--- config.mk ---
export PLATFORM = sky130hd
export DESIGN_NAME = multicycle_controller
export DESIGN_NICKNAME = d
export VERILOG_FILES = /design/src/rtl/cpu_pkg.sv /design/src/rtl/alu_decoder.sv /design/src/rtl/multicycle_controller.sv
export SDC_FILE = /design/constraint.sdc
export NUM_CORES = 1
export LEC_CHECK = 0
export ABC_CLOCK_PERIOD_IN_PS = 2200
export CAP_MARGIN = 20
export CORE_MARGIN = 2
export CORE_UTILIZATION = 36
export CTS_BUF_LIST = sky130_fd_sc_hd__clkbuf_2 sky130_fd_sc_hd__clkbuf_4 sky130_fd_sc_hd__clkbuf_8
export CTS_CLUSTER_DIAMETER = 80
export DETAILED_ROUTE_END_ITERATION = 6
export PLACE_DENSITY = 0.91
export SLEW_MARGIN = 20
export SYNTH_ARGS = -nofsm -noshare
export SYNTH_HDL_FRONTEND = slang
export SYNTH_SLANG_ARGS = --single-unit
--- constraint.sdc ---
create_clock -name clk -period 2.2 [get_ports clk]
set_input_delay 0.44 -clock clk [delete_from_list [all_inputs] [get_ports clk]]
set_output_delay 0.44 -clock clk [all_outputs]
set_load 0.02 [all_outputs]
--- src/rtl/cpu_pkg.sv ---
// cpu_pkg: shared types for the multi-cycle RV32I controller.
// Holds opcode constants, ALU op / FSM state / instruction-class enums,
// register write-data select encodings and the opcode classifier.
package cpu_pkg;

  localparam int unsigned OPCODE_W = 7;
  localparam int unsigned ALU_OP_W = 4;
  localparam int unsigned STATE_W  = 3;
  localparam int unsigned RD_SEL_W = 2;
  localparam int unsigned WAIT_W   = 32;

  localparam logic [OPCODE_W-1:0] OP_RTYPE  = 7'b0110011;
  localparam logic [OPCODE_W-1:0] OP_IALU   = 7'b0010011;
  localparam logic [OPCODE_W-1:0] OP_LUI    = 7'b0110111;
  localparam logic [OPCODE_W-1:0] OP_AUIPC  = 7'b0010111;
  localparam logic [OPCODE_W-1:0] OP_LOAD   = 7'b0000011;
  localparam logic [OPCODE_W-1:0] OP_STORE  = 7'b0100011;
  localparam logic [OPCODE_W-1:0] OP_BRANCH = 7'b1100011;
  localparam logic [OPCODE_W-1:0] OP_JAL    = 7'b1101111;
  localparam logic [OPCODE_W-1:0] OP_JALR   = 7'b1100111;

  typedef enum logic [ALU_OP_W-1:0] {
    ALU_ADD   = 4'd0,
    ALU_SUB   = 4'd1,
    ALU_SLL   = 4'd2,
    ALU_SLT   = 4'd3,
    ALU_SLTU  = 4'd4,
    ALU_XOR   = 4'd5,
    ALU_SRL   = 4'd6,
    ALU_SRA   = 4'd7,
    ALU_OR    = 4'd8,
    ALU_AND   = 4'd9,
    ALU_PASSB = 4'd10
  } alu_op_t;

  typedef enum logic [STATE_W-1:0] {
    S_FETCH   = 3'd0,
    S_DECODE  = 3'd1,
    S_EXECUTE = 3'd2,
    S_MEM     = 3'd3,
    S_WB      = 3'd4,
    S_HALT    = 3'd5
  } state_t;

  localparam logic [RD_SEL_W-1:0] RD_SEL_LINK = 2'd0;
  localparam logic [RD_SEL_W-1:0] RD_SEL_ALU  = 2'd1;
  localparam logic [RD_SEL_W-1:0] RD_SEL_ZERO = 2'd2;
  localparam logic [RD_SEL_W-1:0] RD_SEL_MEM  = 2'd3;

  typedef enum logic [3:0] {
    C_RTYPE, C_IALU, C_LUI, C_AUIPC, C_LOAD,
    C_STORE, C_BRANCH, C_JAL, C_JALR, C_ILLEGAL
  } instr_class_t;

  // Map an opcode to its instruction class; anything unknown is illegal.
  function automatic instr_class_t classify(input logic [OPCODE_W-1:0] op);
    case (op)
      OP_RTYPE:  return C_RTYPE;
      OP_IALU:   return C_IALU;
      OP_LUI:    return C_LUI;
      OP_AUIPC:  return C_AUIPC;
      OP_LOAD:   return C_LOAD;
      OP_STORE:  return C_STORE;
      OP_BRANCH: return C_BRANCH;
      OP_JAL:    return C_JAL;
      OP_JALR:   return C_JALR;
      default:   return C_ILLEGAL;
    endcase
  endfunction

endpackage

--- src/rtl/alu_decoder.sv ---
// alu_decoder: combinational opcode/funct3/funct7[5] to ALU operation.
// Ports: opcode, funct3, funct7_b5 in; alu_op out.
module alu_decoder
  import cpu_pkg::*;
(
  input  logic [OPCODE_W-1:0] opcode,
  input  logic [2:0]          funct3,
  input  logic                funct7_b5,
  output alu_op_t             alu_op
);

  always_comb begin
    alu_op = ALU_ADD;
    case (opcode)
      OP_RTYPE, OP_IALU: begin
        case (funct3)
          // funct7[5] selects SUB only for register-register forms
          3'd0: alu_op = (opcode == OP_RTYPE && funct7_b5) ? ALU_SUB : ALU_ADD;
          3'd1: alu_op = ALU_SLL;
          3'd2: alu_op = ALU_SLT;
          3'd3: alu_op = ALU_SLTU;
          3'd4: alu_op = ALU_XOR;
          3'd5: alu_op = funct7_b5 ? ALU_SRA : ALU_SRL;
          3'd6: alu_op = ALU_OR;
          default: alu_op = ALU_AND;
        endcase
      end
      OP_LUI: alu_op = ALU_PASSB;
      OP_BRANCH: begin
        case (funct3[2:1])
          2'b10:   alu_op = ALU_SLT;
          2'b11:   alu_op = ALU_SLTU;
          default: alu_op = ALU_SUB;
        endcase
      end
      default: alu_op = ALU_ADD;
    endcase
  end

endmodule

--- src/rtl/multicycle_controller.sv ---
// multicycle_controller: FETCH/DECODE/EXECUTE/MEM/WB sequencer driving all
// datapath strobes and mux selects for an RV32I multi-cycle datapath.
// Inputs: clk, reset (async active-low), opcode/funct3/funct7, zero,
//   last_bit, mem_ready. Outputs: ir_en, pc_en, pc_alu_sel, pc_next_sel,
//   alu_a_sel, alu_b_sel, alu_control, reg_we, reg_data_sel, mem_re, mem_we,
//   illegal, state. Outputs are combinational from state and decoded fields.
// Parameter MEM_TIMEOUT: max mem_ready wait cycles (0 = wait forever).
// Macro CPU_ILLEGAL_TRAP_EN: illegal opcode / memory timeout halt the core
//   with a sticky illegal flag; otherwise illegal opcodes retire as NOPs.
module multicycle_controller
  import cpu_pkg::*;
#(
  parameter int unsigned MEM_TIMEOUT = 0
) (
  input  logic                clk,
  input  logic                reset,
  input  logic [OPCODE_W-1:0] opcode,
  input  logic [2:0]          funct3,
  input  logic [6:0]          funct7,
  input  logic                zero,
  input  logic                last_bit,
  input  logic                mem_ready,
  output logic                ir_en,
  output logic                pc_en,
  output logic                pc_alu_sel,
  output logic                pc_next_sel,
  output logic                alu_a_sel,
  output logic                alu_b_sel,
  output logic [ALU_OP_W-1:0] alu_control,
  output logic                reg_we,
  output logic [RD_SEL_W-1:0] reg_data_sel,
  output logic                mem_re,
  output logic                mem_we,
  output logic                illegal,
  output logic [STATE_W-1:0]  state
);

  state_t             state_q, state_d;
  logic [WAIT_W-1:0]  wait_cnt_q, wait_cnt_d;
  instr_class_t       cls_c;
  alu_op_t            dec_alu_op_c;
  logic               taken_c;
  logic               mem_timeout_c;
  logic               unused_c;

  assign cls_c    = classify(opcode);
  assign unused_c = ^{funct7[6], funct7[4:0]};

  alu_decoder u_alu_decoder (
    .opcode    (opcode),
    .funct3    (funct3),
    .funct7_b5 (funct7[5]),
    .alu_op    (dec_alu_op_c)
  );

  // funct3[2] picks the less-than test over equality; funct3[0] inverts it
  assign taken_c = (funct3[2] ? last_bit : zero) ^ funct3[0];

  assign mem_timeout_c = (WAIT_W'(MEM_TIMEOUT) != '0) && !mem_ready &&
                         (wait_cnt_q + WAIT_W'(1) >= WAIT_W'(MEM_TIMEOUT));

  // State and wait-counter registers
  always_ff @(posedge clk or negedge reset) begin
    if (!reset) begin
      state_q    <= S_FETCH;
      wait_cnt_q <= '0;
    end else begin
      state_q    <= state_d;
      wait_cnt_q <= wait_cnt_d;
    end
  end

`ifdef CPU_ILLEGAL_TRAP_EN
  logic illegal_q, illegal_d;

  // Sticky trap flag, set on entry to HALT
  always_ff @(posedge clk or negedge reset) begin
    if (!reset) illegal_q <= 1'b0;
    else        illegal_q <= illegal_d;
  end

  assign illegal_d = illegal_q | (state_q != S_HALT && state_d == S_HALT);
  assign illegal   = illegal_q;
`else
  assign illegal = 1'b0;
`endif

  // Next-state logic
  always_comb begin
    state_d    = state_q;
    wait_cnt_d = '0;
    case (state_q)
      S_FETCH: state_d = S_DECODE;
      S_DECODE: begin
        if (cls_c == C_ILLEGAL) begin
`ifdef CPU_ILLEGAL_TRAP_EN
          state_d = S_HALT;
`else
          state_d = S_FETCH;
`endif
        end else begin
          state_d = S_EXECUTE;
        end
      end
      S_EXECUTE: begin
        case (cls_c)
          C_LOAD, C_STORE:        state_d = S_MEM;
          C_BRANCH, C_JAL, C_JALR: state_d = S_FETCH;
          default:                state_d = S_WB;
        endcase
      end
      S_MEM: begin
        if (mem_ready) begin
          state_d = (cls_c == C_LOAD) ? S_WB : S_FETCH;
        end else if (mem_timeout_c) begin
`ifdef CPU_ILLEGAL_TRAP_EN
          state_d = S_HALT;
`else
          state_d = S_FETCH;
`endif
        end else begin
          wait_cnt_d = wait_cnt_q + WAIT_W'(1);
        end
      end
      S_WB:    state_d = S_FETCH;
      S_HALT:  state_d = S_HALT;
      default: state_d = S_FETCH;
    endcase
  end

  // Output decode; everything is forced low while reset is held
  always_comb begin
    ir_en        = 1'b0;
    pc_en        = 1'b0;
    pc_alu_sel   = 1'b0;
    pc_next_sel  = 1'b0;
    alu_a_sel    = 1'b0;
    alu_b_sel    = 1'b0;
    alu_control  = ALU_OP_W'(ALU_ADD);
    reg_we       = 1'b0;
    reg_data_sel = RD_SEL_LINK;
    mem_re       = 1'b0;
    mem_we       = 1'b0;
    if (reset) begin
      // ALU operands stay stable from EXECUTE through WB
      if (state_q == S_EXECUTE || state_q == S_MEM || state_q == S_WB) begin
        alu_a_sel   = (cls_c == C_AUIPC);
        alu_b_sel   = (cls_c == C_IALU) || (cls_c == C_LUI) || (cls_c == C_AUIPC) ||
                      (cls_c == C_LOAD) || (cls_c == C_STORE) || (cls_c == C_JALR);
        alu_control = dec_alu_op_c;
      end
      case (state_q)
        S_FETCH: ir_en = 1'b1;
        S_DECODE: begin
`ifndef CPU_ILLEGAL_TRAP_EN
          if (cls_c == C_ILLEGAL) begin
            pc_en      = 1'b1;
            pc_alu_sel = 1'b1;
          end
`endif
        end
        S_EXECUTE: begin
          case (cls_c)
            C_BRANCH: begin
              pc_en      = 1'b1;
              pc_alu_sel = !taken_c;
            end
            C_JAL: begin
              reg_we = 1'b1;
              pc_en  = 1'b1;
            end
            C_JALR: begin
              reg_we      = 1'b1;
              pc_en       = 1'b1;
              pc_next_sel = 1'b1;
            end
            default: ;
          endcase
        end
        S_MEM: begin
          if (cls_c == C_LOAD) begin
            mem_re = 1'b1;
          end else begin
            mem_we = 1'b1;
            if (mem_ready) begin
              pc_en      = 1'b1;
              pc_alu_sel = 1'b1;
            end
          end
        end
        S_WB: begin
          reg_we       = 1'b1;
          reg_data_sel = (cls_c == C_LOAD) ? RD_SEL_MEM : RD_SEL_ALU;
          pc_en        = 1'b1;
          pc_alu_sel   = 1'b1;
        end
        default: ;
      endcase
    end
  end

  assign state = state_q;

endmodule

==> results.md, run 1 <==
- Skew final: 0.00222 ns
- FMAX: 0.422 GHz
- Ys Warns: 0
- Peak VDD IR: 0.000546 V
- Worst r2r src: state[1]
- Arr. time, crit path: 1.93 ns
- Count of clock tree sinks: 3
- Post-synthesis sequential area ratio: 0.122
- Hold violation total from the final report: 0
- Most frequent cell after synthesis: nor2_1
- First-pass GRT wire length: 5010 um
- Number of synthesized flops with an enable pin: 0
- Starting density of the core: 0.396
- PD cells: 595 nW/um^2
- Slowest cell on crit path: or4_4
- Pre-antenna DRT Iters: 4
- Cell Area, Synth: 617 sq um
- Antenna cells: 0
- Synth cell count leaders: 15 x nor2_1, 12 x a21oi_1, 7 x nand2_1
- Drt drc: 0
- Worst path depth: 7
- Longest Clk Path Bufs: 2
- Final slew viol count: 0
- Fin nets: 189
- Critical Path Start Type: input port
- Routability Congestion: between 0.8 and 0.9
- Area after DPL: 1210 sq um
- Async set-or-reset flop fraction in the synthesized netlist: 1.00
- Max-cap violations: 0
- Fin Setup TNS: -0.820 ns
- Initial antenna violation count: 0
- CP Launch Point: opcode[2]
- Failing checks: negative setup slack
- I/O pins: a little over 40
- CP max FO: 4
- Setup ws final: -0.170 ns
- Filler cell count: 99
- Clk slew on worst S/H paths: approximately 0.040 ns
- Syn Nets: 118
- Area contributors post-synth: dfrtp_1 12%, a21oi_1 9.7%, nor2_1 9.1%
- Hold Slack: 0.580 ns
- Final setup viols: 6
- Clk_lat worst skew: 0.24 ns
- Area share of the largest cell type after synthesis: 0.122
- Post-DP HPWL: roughly 2200 um
- RSZ-0062 raised after global routing: yes
- Cell count after synthesis: 96
- Cell taking the most area after synthesis: dfrtp_1
- R2R setup slack: 0.96 ns
- Final period utilization: 1.08
- Die span in y: between 40 and 50 um
- Yosys cell types: 35
- H-Tree Depth: 1
- Post-CTS Hold Buffers: 0
- Post-synthesis register bit count: 3
- DRT iter0 DRCs: 33
- Min Clock Period, post-route: 2.37 ns
- Area Overhead vs Synth: 108%
- Vias per inst: roughly 6.2
- End-of-flow core utilization: 0.824
- CP peak stage delay: roughly 0.52 ns
- Crit Reg-Reg Endpoint: state[1]
- Outcome: finished with violations
- WP buf/inv: 4
- GRT Total Usage: 0.334
- Cell Chain, Critical Path: buf_6 > or4_4 > or3_4 > buf_4 > buf_6 > nor2b_4 > buf_6
- Grt ovf: 0
- CTS tree: built
- Full die area: slightly above 2000 sq um
- Routed len/inst: 17.6 um
- Largest net degree at the start of global routing: 8
- Port bufs: 33
- Mean Syn Cell Area: 6.43 sq um
- Layout cells sized above 1: 0.476
- DR vias: around 1100
- Setup CP Type: in -> out
- Endpoint class of the critical path: primary output
- Total chip power: between 0.7 and 0.8 mW
- Final WL: about 3200 um
- Worst Hold Class: in -> async
- Routed Antenna Nets: 0
- Vias in the first global route: roughly 1100
- CTS Buf Count: 3
- Max FFs per register: 3
- CP dominant cell by count: buf_6
- CTS root buf: clkbuf_4
- Delay-heaviest family, CP: simple AND/OR/NAND/NOR gates
- Leak: 0.591 nW
- Main synth FF type: dfrtp_1
- Reg2Reg Depth: 3
- Die Wd: about 45 um
- Floorplan row count: 14
- Post-route cell area: 1280 sq um
- Core area: 1560 sq um
- Required time of the critical path: 1.76 ns
==> final cells by class <==
class	count	area [sq um]	area share
flip-flops and latches	3	76.3	0.0594
clock buffers	4	30.0	0.0234
repair buffers	71	561	0.436
multi-input cells	84	583	0.454
inverters	4	15.0	0.0117
well taps	16	20.0	0.0156
==> how the worst max path moves through the flow <==
stage,to,slack (ns)
final,mem_we,-0.17
after global routing,pc_en,-0.21
after CTS,pc_alu_sel,-0.16
after detailed placement,mem_re,-0.89
after global placement,pc_alu_sel,-0.84
after floorplan,alu_control[1],-0.03
==> where the power goes <==
group	switching (mW)	leakage, nW	internal (mW)
combinational	0.285	0.535	0.261
clock	0.0308	0.0184	0.0804
sequential	0.0322	0.0375	0.0744
==> cells by family (layout without fill, tap and decap cells) <==
logic type	after synthesis	in the layout	share of synthesized area
flip-flops	3	3	0.122
buffers and inverters	9	79	0.0608
XOR/XNOR	1	1	0.0142
other	1	1	0.00608
AND/OR/NAND/NOR	52	52	0.456
multiplexers	2	2	0.0345
AO/OA/AOI/OAI	28	28	0.306
==> per-stage QoR <==
stage	setup WS [ns]	cells
after floorplan	-0.0314	96
after global placement	-0.835	175
after detailed placement	-0.889	175
after CTS	-0.159	181
after global routing	-0.206	182
final	-0.170	182
==> routing by layer <==
metal	global-route usage	share of wire	routed length (um)	vias up
li1	-	-	-	499
met1	0.364	0.36	1160	514
met2	0.580	0.50	1590	83
met3	0.0556	0.078	251	34
met4	0.229	0.063	203	0
met5	0	0	0	-
==> layout by cell type, fill, tap and decap left out, types with 2 or more instances in the layout <==
master	n
o211ai_1	2
clkbuf_4	4
dfrtp_1	2
nor3_2	2
nand2b_1	5
clkbuf_2	2
nor2_2	2
or4_4	2
clkdlybuf4s50_1	8
nand3b_1	2
nand2_1	6
inv_1	4
buf_6	5
nor3_1	3
buf_4	41
and3_1	2
nor2b_1	3
dlygate4sd2_1	7
a31oi_1	2
o21ai_0	3
nand3_1	4
buf_2	7
nor2_1	12
a21oi_1	11
==> timing repair <==
action,4_1_cts,5_1_grt
endpoints found under the setup margin,15,12
resized for setup,103,9
pin swaps,13,6
gates cloned,0,0
setup buffers,2,1
No activity file was read; power rests on OpenSTA's default activity.
==> run 2, diff against run 1 <==
--- a/config.mk
+++ b/config.mk
@@ -7,12 +7,13 @@
 export LEC_CHECK = 0
 export ABC_CLOCK_PERIOD_IN_PS = 2200
 export CAP_MARGIN = 20
-export CORE_MARGIN = 2
+export CORE_MARGIN = 1
 export CORE_UTILIZATION = 36
 export CTS_BUF_LIST = sky130_fd_sc_hd__clkbuf_2 sky130_fd_sc_hd__clkbuf_4 sky130_fd_sc_hd__clkbuf_8
 export CTS_CLUSTER_DIAMETER = 80
 export DETAILED_ROUTE_END_ITERATION = 6
 export PLACE_DENSITY = 0.91
+export RECOVER_POWER = 25
 export SLEW_MARGIN = 20
 export SYNTH_ARGS = -nofsm -noshare
 export SYNTH_HDL_FRONTEND = slang
==> run 2 against run 1 <==
The run ends with design-rule violations, negative setup slack left. Sequential power barely moved. Register-to-register slack got worse by 0.21 ns. Combinational power grew 4.2%. Power is 3.8% higher. Clock-buffer cell count is the same. Non-clock buffer count increased by 1. Flip-flop and latch count unchanged. First-iteration DRC count grew to 2.5 times the previous value. Setup slack better by 0.028 ns. Clock power is 5% higher. Routed wire length up 9.4%.
==> results.md, run 2 (synthesis results as in run 1) <==
- Required time of the critical path: 1.76 ns (about the same)
- Grt ovf: 0 (unchanged)
- Die span in y: 43.4 um (-4.4%)
- Worst slack at placement: -0.914 ns (-0.0249 ns)
- Drt drc: 8 (+8)
- CTS root buf: clkbuf_4
- Total chip power: 0.794 mW (+3.8%)
- DRT iter0 DRCs: 83 (+150%)
- Die Wd: 43.4 um (-4.4%)
- Outcome: finished with violations
- Routed len/inst: 19.1 um (+8.8%)
- Core area: 1560 sq um (unchanged)
- Final slew viol count: 0 (unchanged)
- Leak: 0.578 nW (-2.2%)
- Port bufs: 33 (unchanged)
- CTS Buf Count: 3 (unchanged)
- Most frequent cells in the layout: 40 x buf_4, 11 x nor2_1, 9 x a21oi_1
- Routed Antenna Nets: 0 (unchanged)
- Longest Clk Path Bufs: 2 (unchanged)
- Final period utilization: 1.06 (-0.0126)
- First-pass GRT wire length: 5020 um (+0.14%)
- Filler cell count: 89 (-10%)
- Arr. time, crit path: 1.90 ns (-0.03 ns)
- DR vias: 1174 (+3.9%)
- Slowest cell on crit path: or4_4
- Antenna cells: 0 (unchanged)
- CP max FO: 4 (unchanged)
- CTS tree: built
- CP peak stage delay: 0.53 ns (about the same)
- FMAX: 0.427 GHz (+1.2%)
- Clk slew on worst S/H paths: 0.04 ns (about the same)
- Layout cells sized above 1: 0.497 (+0.0211)
- Post-CTS Hold Buffers: 0 (unchanged)
- Full die area: 1880 sq um (-8.6%)
- Area Overhead vs Synth: 112%
- Starting density of the core: 0.396 (unchanged)
- Vias in the first global route: 1128 (-1.3%)
- Min Clock Period, post-route: 2.34 ns (-0.0278 ns)
- Hold violation total from the final report: 0 (unchanged)
- Vias per inst: 6.42 (+3.3%)
- PD cells: 608 nW/um^2 (+2.1%)
- Hold Slack: 0.664 ns (+0.0835 ns)
- Largest net degree at the start of global routing: 11 (+3)
- I/O pins: 41 (unchanged)
- Peak VDD IR: 0.000687 V (+26%)
- Met1 usage: 0.375 (+0.0115)
- Critical Path Start Type: input port
- Grt met2 use: 0.670 (+0.0894)
- RSZ-0062 raised after global routing: yes
- GRT Max-Usage Layer: met2
- Fin nets: 190 (+0.53%)
- Final WL: 3500 um (+9.4%)
- Setup ws final: -0.142 ns (+0.0278 ns)
- End-of-flow core utilization: 0.838 (+0.0136)
- Routability Congestion: 0.840 (about the same)
- Pre-antenna DRT Iters: 6 (+2)
- Failing checks: design-rule violations, negative setup slack
- GRT Total Usage: 0.361 (+0.0272)
- Cell Chain, Critical Path: buf_6 > or4_4 > or3_4 > buf_4 > nor2b_1 > buf_2
- Floorplan row count: 14 (unchanged)
- Endpoint class of the critical path: primary output
- Commonest non-fill, non-tap cell in the layout: buf_4
- Max-cap violations: 0 (unchanged)
- Worst Hold Class: reg -> reg
- Post-DP HPWL: 2190 um (+0.57%)
- Count of clock tree sinks: 3 (unchanged)
- Final setup viols: 11 (+5)
- Setup CP Type: in -> out
- Initial antenna violation count: 0 (unchanged)
- Clk_lat worst skew: 0.24 ns (about the same)
- Skew final: 0.00704 ns (+0.00482 ns)
- Max FFs per register: 3 (unchanged)
- Met3 usage: 0.0875 (+0.0319)
- H-Tree Depth: 1 (unchanged)
-- run 2: cell types whose count changed in the layout (fill, tap and decap cells not counted), moves of 2 or more --
cell	change
clkbuf_2	+2
clkbuf_1	+2
a21oi_2	+3
nor2_4	+2
a21oi_1	-2
dlygate4sd2_1	-3
-- run 2: timing repair --
item,in CTS,in global routing
gates resized for setup,91,28
hold endpoints to repair,0,0
setup buffers,1,3
endpoints found under the setup margin,15,13
pin swaps,9,7
-- run 2: metrics by stage --
step           instance area [sq um]  TNS [ns]  cells
2_1_floorplan                    623   -0.0533     96
3_3_place_gp                    1210     -8.95    175
3_5_place_dp                    1210    -10.07    175
4_1_cts                         1250    -0.529    180
5_1_grt                         1310     -1.52    183
6_report                        1310    -0.723    183
-- run 2: layer usage --
layer / vias up / part of all wire
li1: 497 / -
met4: 0 / 0.082
met5: - / 0
met3: 38 / 0.12
met2: 112 / 0.47
met1: 527 / 0.33
-- run 2: layout make-up --
| cell class | instances | area (sq um) | share of cell area |
|---|---|---|---|
| sequential | 3 | 76.3 | 0.0584 |
| tap | 16 | 20.0 | 0.0153 |
| timing repair buffer | 72 | 561 | 0.429 |
| clock buffer | 4 | 30.0 | 0.0230 |
| inverter | 4 | 15.0 | 0.0115 |
| multi-input combinational | 84 | 604 | 0.463 |
-- run 2: where the power goes --
part / internal (mW) / leakage (nW) / switching (mW) / total, mW
logic: 0.271 / 0.522 / 0.298 / 0.570
clock network: 0.0808 / 0.0184 / 0.0365 / 0.117
registers: 0.0739 / 0.0375 / 0.0329 / 0.107
-- run 2: worst paths after layout --
path / slack (ns) / to / cells after the start / start
worst max-delay path: -0.14 / mem_we / 6 / opcode[3]
worst min-delay path: 0.66 / state[1] / 3 / state[2]
worst max register to register: 0.75 / state[1] / 4 / state[1]
worst min register to register: 0.66 / state[1] / 3 / state[2]
max in group asynchronous: 1.12 / state[1] / 3 / reset
min in group asynchronous: 0.89 / state[2] / 3 / reset
-- run 2: worst max-delay path, delay by kind of cell --
kind	cells	cell delay, ns
simple gates	3	1.04
buf+inv	3	0.41
==> run 3, diff against run 2 <==
--- a/config.mk
+++ b/config.mk
@@ -8,13 +8,14 @@
 export ABC_CLOCK_PERIOD_IN_PS = 2200
 export CAP_MARGIN = 20
 export CORE_MARGIN = 1
-export CORE_UTILIZATION = 36
+export CORE_UTILIZATION = 38
 export CTS_BUF_LIST = sky130_fd_sc_hd__clkbuf_2 sky130_fd_sc_hd__clkbuf_4 sky130_fd_sc_hd__clkbuf_8
 export CTS_CLUSTER_DIAMETER = 80
 export DETAILED_ROUTE_END_ITERATION = 6
-export PLACE_DENSITY = 0.91
+export PLACE_DENSITY = 0.92
 export RECOVER_POWER = 25
 export SLEW_MARGIN = 20
 export SYNTH_ARGS = -nofsm -noshare
 export SYNTH_HDL_FRONTEND = slang
+export SYNTH_HIERARCHICAL = 1
 export SYNTH_SLANG_ARGS = --single-unit
==> run 3 against run 2 <==
The flow still finishes with violations (design-rule violations, negative setup slack). Routed wire length shrank 17%. First-iteration DRC count shrank 73%. Die area grew 1.4%. Cell count shrank 2.7%. Register-to-register slack gained 0.12 ns. Clock power shrank 3%. Sequential power is essentially flat. Combinational power shrank 26%. Synthesized area grew 7.1%. Critical endpoint is now pc_alu_sel.
==> results.md, run 3 <==
- Outcome: finished with violations
- Failing checks: design-rule violations, negative setup slack
- Antenna cells: 0 (unchanged)
- Max-cap violations: 0 (unchanged)
- Number of synthesized flops with an enable pin: 0 (unchanged)
- Hold violation total from the final report: 0 (unchanged)
- CTS tree: built
- Worst Hold Class: in -> async
- Final setup viols: 1 (-10)
- Endpoint class of the critical path: primary output
- Drt drc: 3 (-5)
- Post-DP HPWL: 2090 um (-4.4%)
- Vias per inst: 5.94 (-7.4%)
- DRT iter0 DRCs: 22 (-73%)
- Vias in the first global route: 1098 (-2.7%)
- Setup CP Type: in -> out
- DP Cell Count: 172 (-1.7%)
- Grt ovf: 0 (unchanged)
- Clk_lat worst skew: 0.24 ns (about the same)
- Filler cell count: 103 (+16%)
- Final WL: 2900 um (-17%)
- Cell count after synthesis: 96 (unchanged)
- Post-synthesis sequential area ratio: 0.114 (-0.00807)
- Layout Cells excl Fill: 178 (-2.7%)
- Peak VDD IR: 0.000390 V (-43%)
- Die span in y: 43.7 um (+0.69%)
- Critical Path Start Type: input port
- R2R setup slack: 0.87 ns (+0.12 ns)
- Routability Congestion: 0.962 (+14%)
- H-Tree Depth: 1 (unchanged)
- Area of the multi-input gates: 632 sq um (+4.6%)
- FF+latch area: 75.1 sq um (-1.6%)
- Required time of the critical path: 1.76 ns (about the same)
- Final period utilization: 1.00 (-0.0598)
- Pre-antenna DRT Iters: 6 (unchanged)
- CTS Buf Count: 3 (unchanged)
- RSZ-0062 raised after global routing: yes
- Setup ws final: -0.0108 ns (+0.132 ns)
- Post-CTS Hold Buffers: 0 (unchanged)
- Count of clock tree sinks: 3 (unchanged)
- CTS root buf: clkbuf_4
- Cell taking the most area after synthesis: dfrtp_1
- Longest Clk Path Bufs: 2 (unchanged)
- Starting density of the core: 0.424 (+0.0281)
- Mean Syn Cell Area: 6.88 sq um (+7.1%)
- Leak: 0.607 nW (+5.0%)
- Syn Nets: 118 (unchanged)
- Max FFs per register: 3 (unchanged)
- Ys Warns: 6 (+6)
- FMAX: 0.452 GHz (+5.9%)
- Routed len/inst: 16.3 um (-15%)
- Min Clock Period, post-route: 2.21 ns (-0.132 ns)
- Layout cells sized above 1: 0.438 (-0.0587)
- Area after DPL: 1220 sq um (+0.31%)
- Main synth FF type: dfrtp_1
- Skew final: 0.00322 ns (-0.00382 ns)
- Area Overhead vs Synth: 90.5%
- CP max FO: 4 (unchanged)
- Crit Reg-Reg Endpoint: state[2]
- First-pass GRT wire length: 4630 um (-7.7%)
- Async set-or-reset flop fraction in the synthesized netlist: 1.00 (unchanged)
- Arr. time, crit path: 1.77 ns (-0.13 ns)
- Clk slew on worst S/H paths: 0.04 ns (about the same)
- Area contributors post-synth: dfrtp_1 11%, nor2_1 6.8%, nor2b_1 6.6%
- Initial antenna violation count: 0 (unchanged)
- Largest net degree at the start of global routing: 9 (-2)
- Worst slack at placement: -0.759 ns (+0.155 ns)
- Post-synthesis register bit count: 3 (unchanged)
- Area share of the largest cell type after synthesis: 0.114 (-0.00807)
- Port bufs: 33 (unchanged)
- Worst r2r src: state[2]
- Floorplan row count: 14 (unchanged)
- Most frequent cells in the layout: 32 x buf_4, 10 x nor2_1, 9 x nand2_1, 9 x buf_2
- Post-route cell area: 1260 sq um (-3.6%)
- Synth cell count leaders: 12 x nor2_1, 11 x nand2_1, 7 x nor2b_1, 7 x o21ai_0, 5 x and2_1
- Fin nets: 185 (-2.6%)
- I/O pins: 41 (unchanged)
- Cell Area, Synth: 661 sq um (+7.1%)
- Full die area: 1910 sq um (+1.4%)
- Routed Antenna Nets: 0 (unchanged)
- Core area: 1560 sq um (unchanged)
- GRT Total Usage: 0.326 (-0.0355)
- Most frequent cell after synthesis: nor2_1
- Reg2Reg Depth: 6 (+2)
- PD cells: 507 nW/um^2 (-16%)
- Die Wd: 43.7 um (+0.69%)
- Yosys cell types: 43 (+23%)
- Final slew viol count: 0 (unchanged)
- Commonest non-fill, non-tap cell in the layout: buf_4
- DR vias: 1057 (-10%)
## run 3: cell type report
cell class	instances	share of cell area
clock buffer	4	0.0239
inverter	2	0.00596
multi-input combinational	89	0.502
sequential	3	0.0596
tap	16	0.0159
timing repair buffer	64	0.393
## run 3: worst max-delay path by stage
stage,start,end,slack (ns),cells past startpoint
final,opcode[3],pc_alu_sel,-0.01,6
after floorplan,state[2],pc_alu_sel,0.20,4
after global routing,opcode[3],pc_alu_sel,-0.04,6
after detailed placement,opcode[4],alu_control[0],-0.76,6
after CTS,opcode[5],pc_alu_sel,0.0009,6
after global placement,opcode[4],alu_control[0],-0.72,6
## run 3: logic make-up after synthesis
family	Yosys count	share of synthesized area
compound gates	25	0.261
other cells	1	0.00568
xor+xnor	1	0.0133
simple gates	61	0.562
buf+inv	4	0.0284
flops	3	0.114
mux	1	0.0152
## run 3: per-stage QoR
step | util | setup TNS (ns) | power [mW] | hold slack [ns]
floorplan | - | 0 | 0.293 | 0.144
global route | 0.807 | -0.149 | 0.679 | 0.680
finish | 0.807 | -0.0108 | 0.639 | 0.655
global placement | 0.781 | -8.02 | 0.507 | 0.627
detailed placement | 0.781 | -8.71 | 0.521 | 0.629
CTS | 0.811 | 0 | 0.623 | 0.579
## run 3: critical path: stages
cell             delay [ns]
clkdlybuf4s15_2        0.21
nand4bb_4              0.21
or4_4                  0.44
a21oi_2                0.19
a31oi_1                0.11
buf_4                  0.17
## run 3: power breakdown
part	total, mW	switching [mW]	internal, mW	leakage, nW
sequential	0.106	0.0340	0.0720	0.0393
clock	0.113	0.0325	0.0805	0.0184
combinational	0.420	0.216	0.204	0.549
## run 3: metal layers
metal	part of all wire	track usage	vias up	wire length, um
met5	0	0	-	0
met4	0.048	0.213	0	139
met3	0.064	0.0625	16	184
met2	0.55	0.639	65	1590
met1	0.34	0.295	484	985
li1	-	-	492	-
## run 3: repair_timing
item	CTS	global route
pin swaps	9	2
resized for setup	94	12
setup endpoints to repair	15	11
setup buffers	2	0
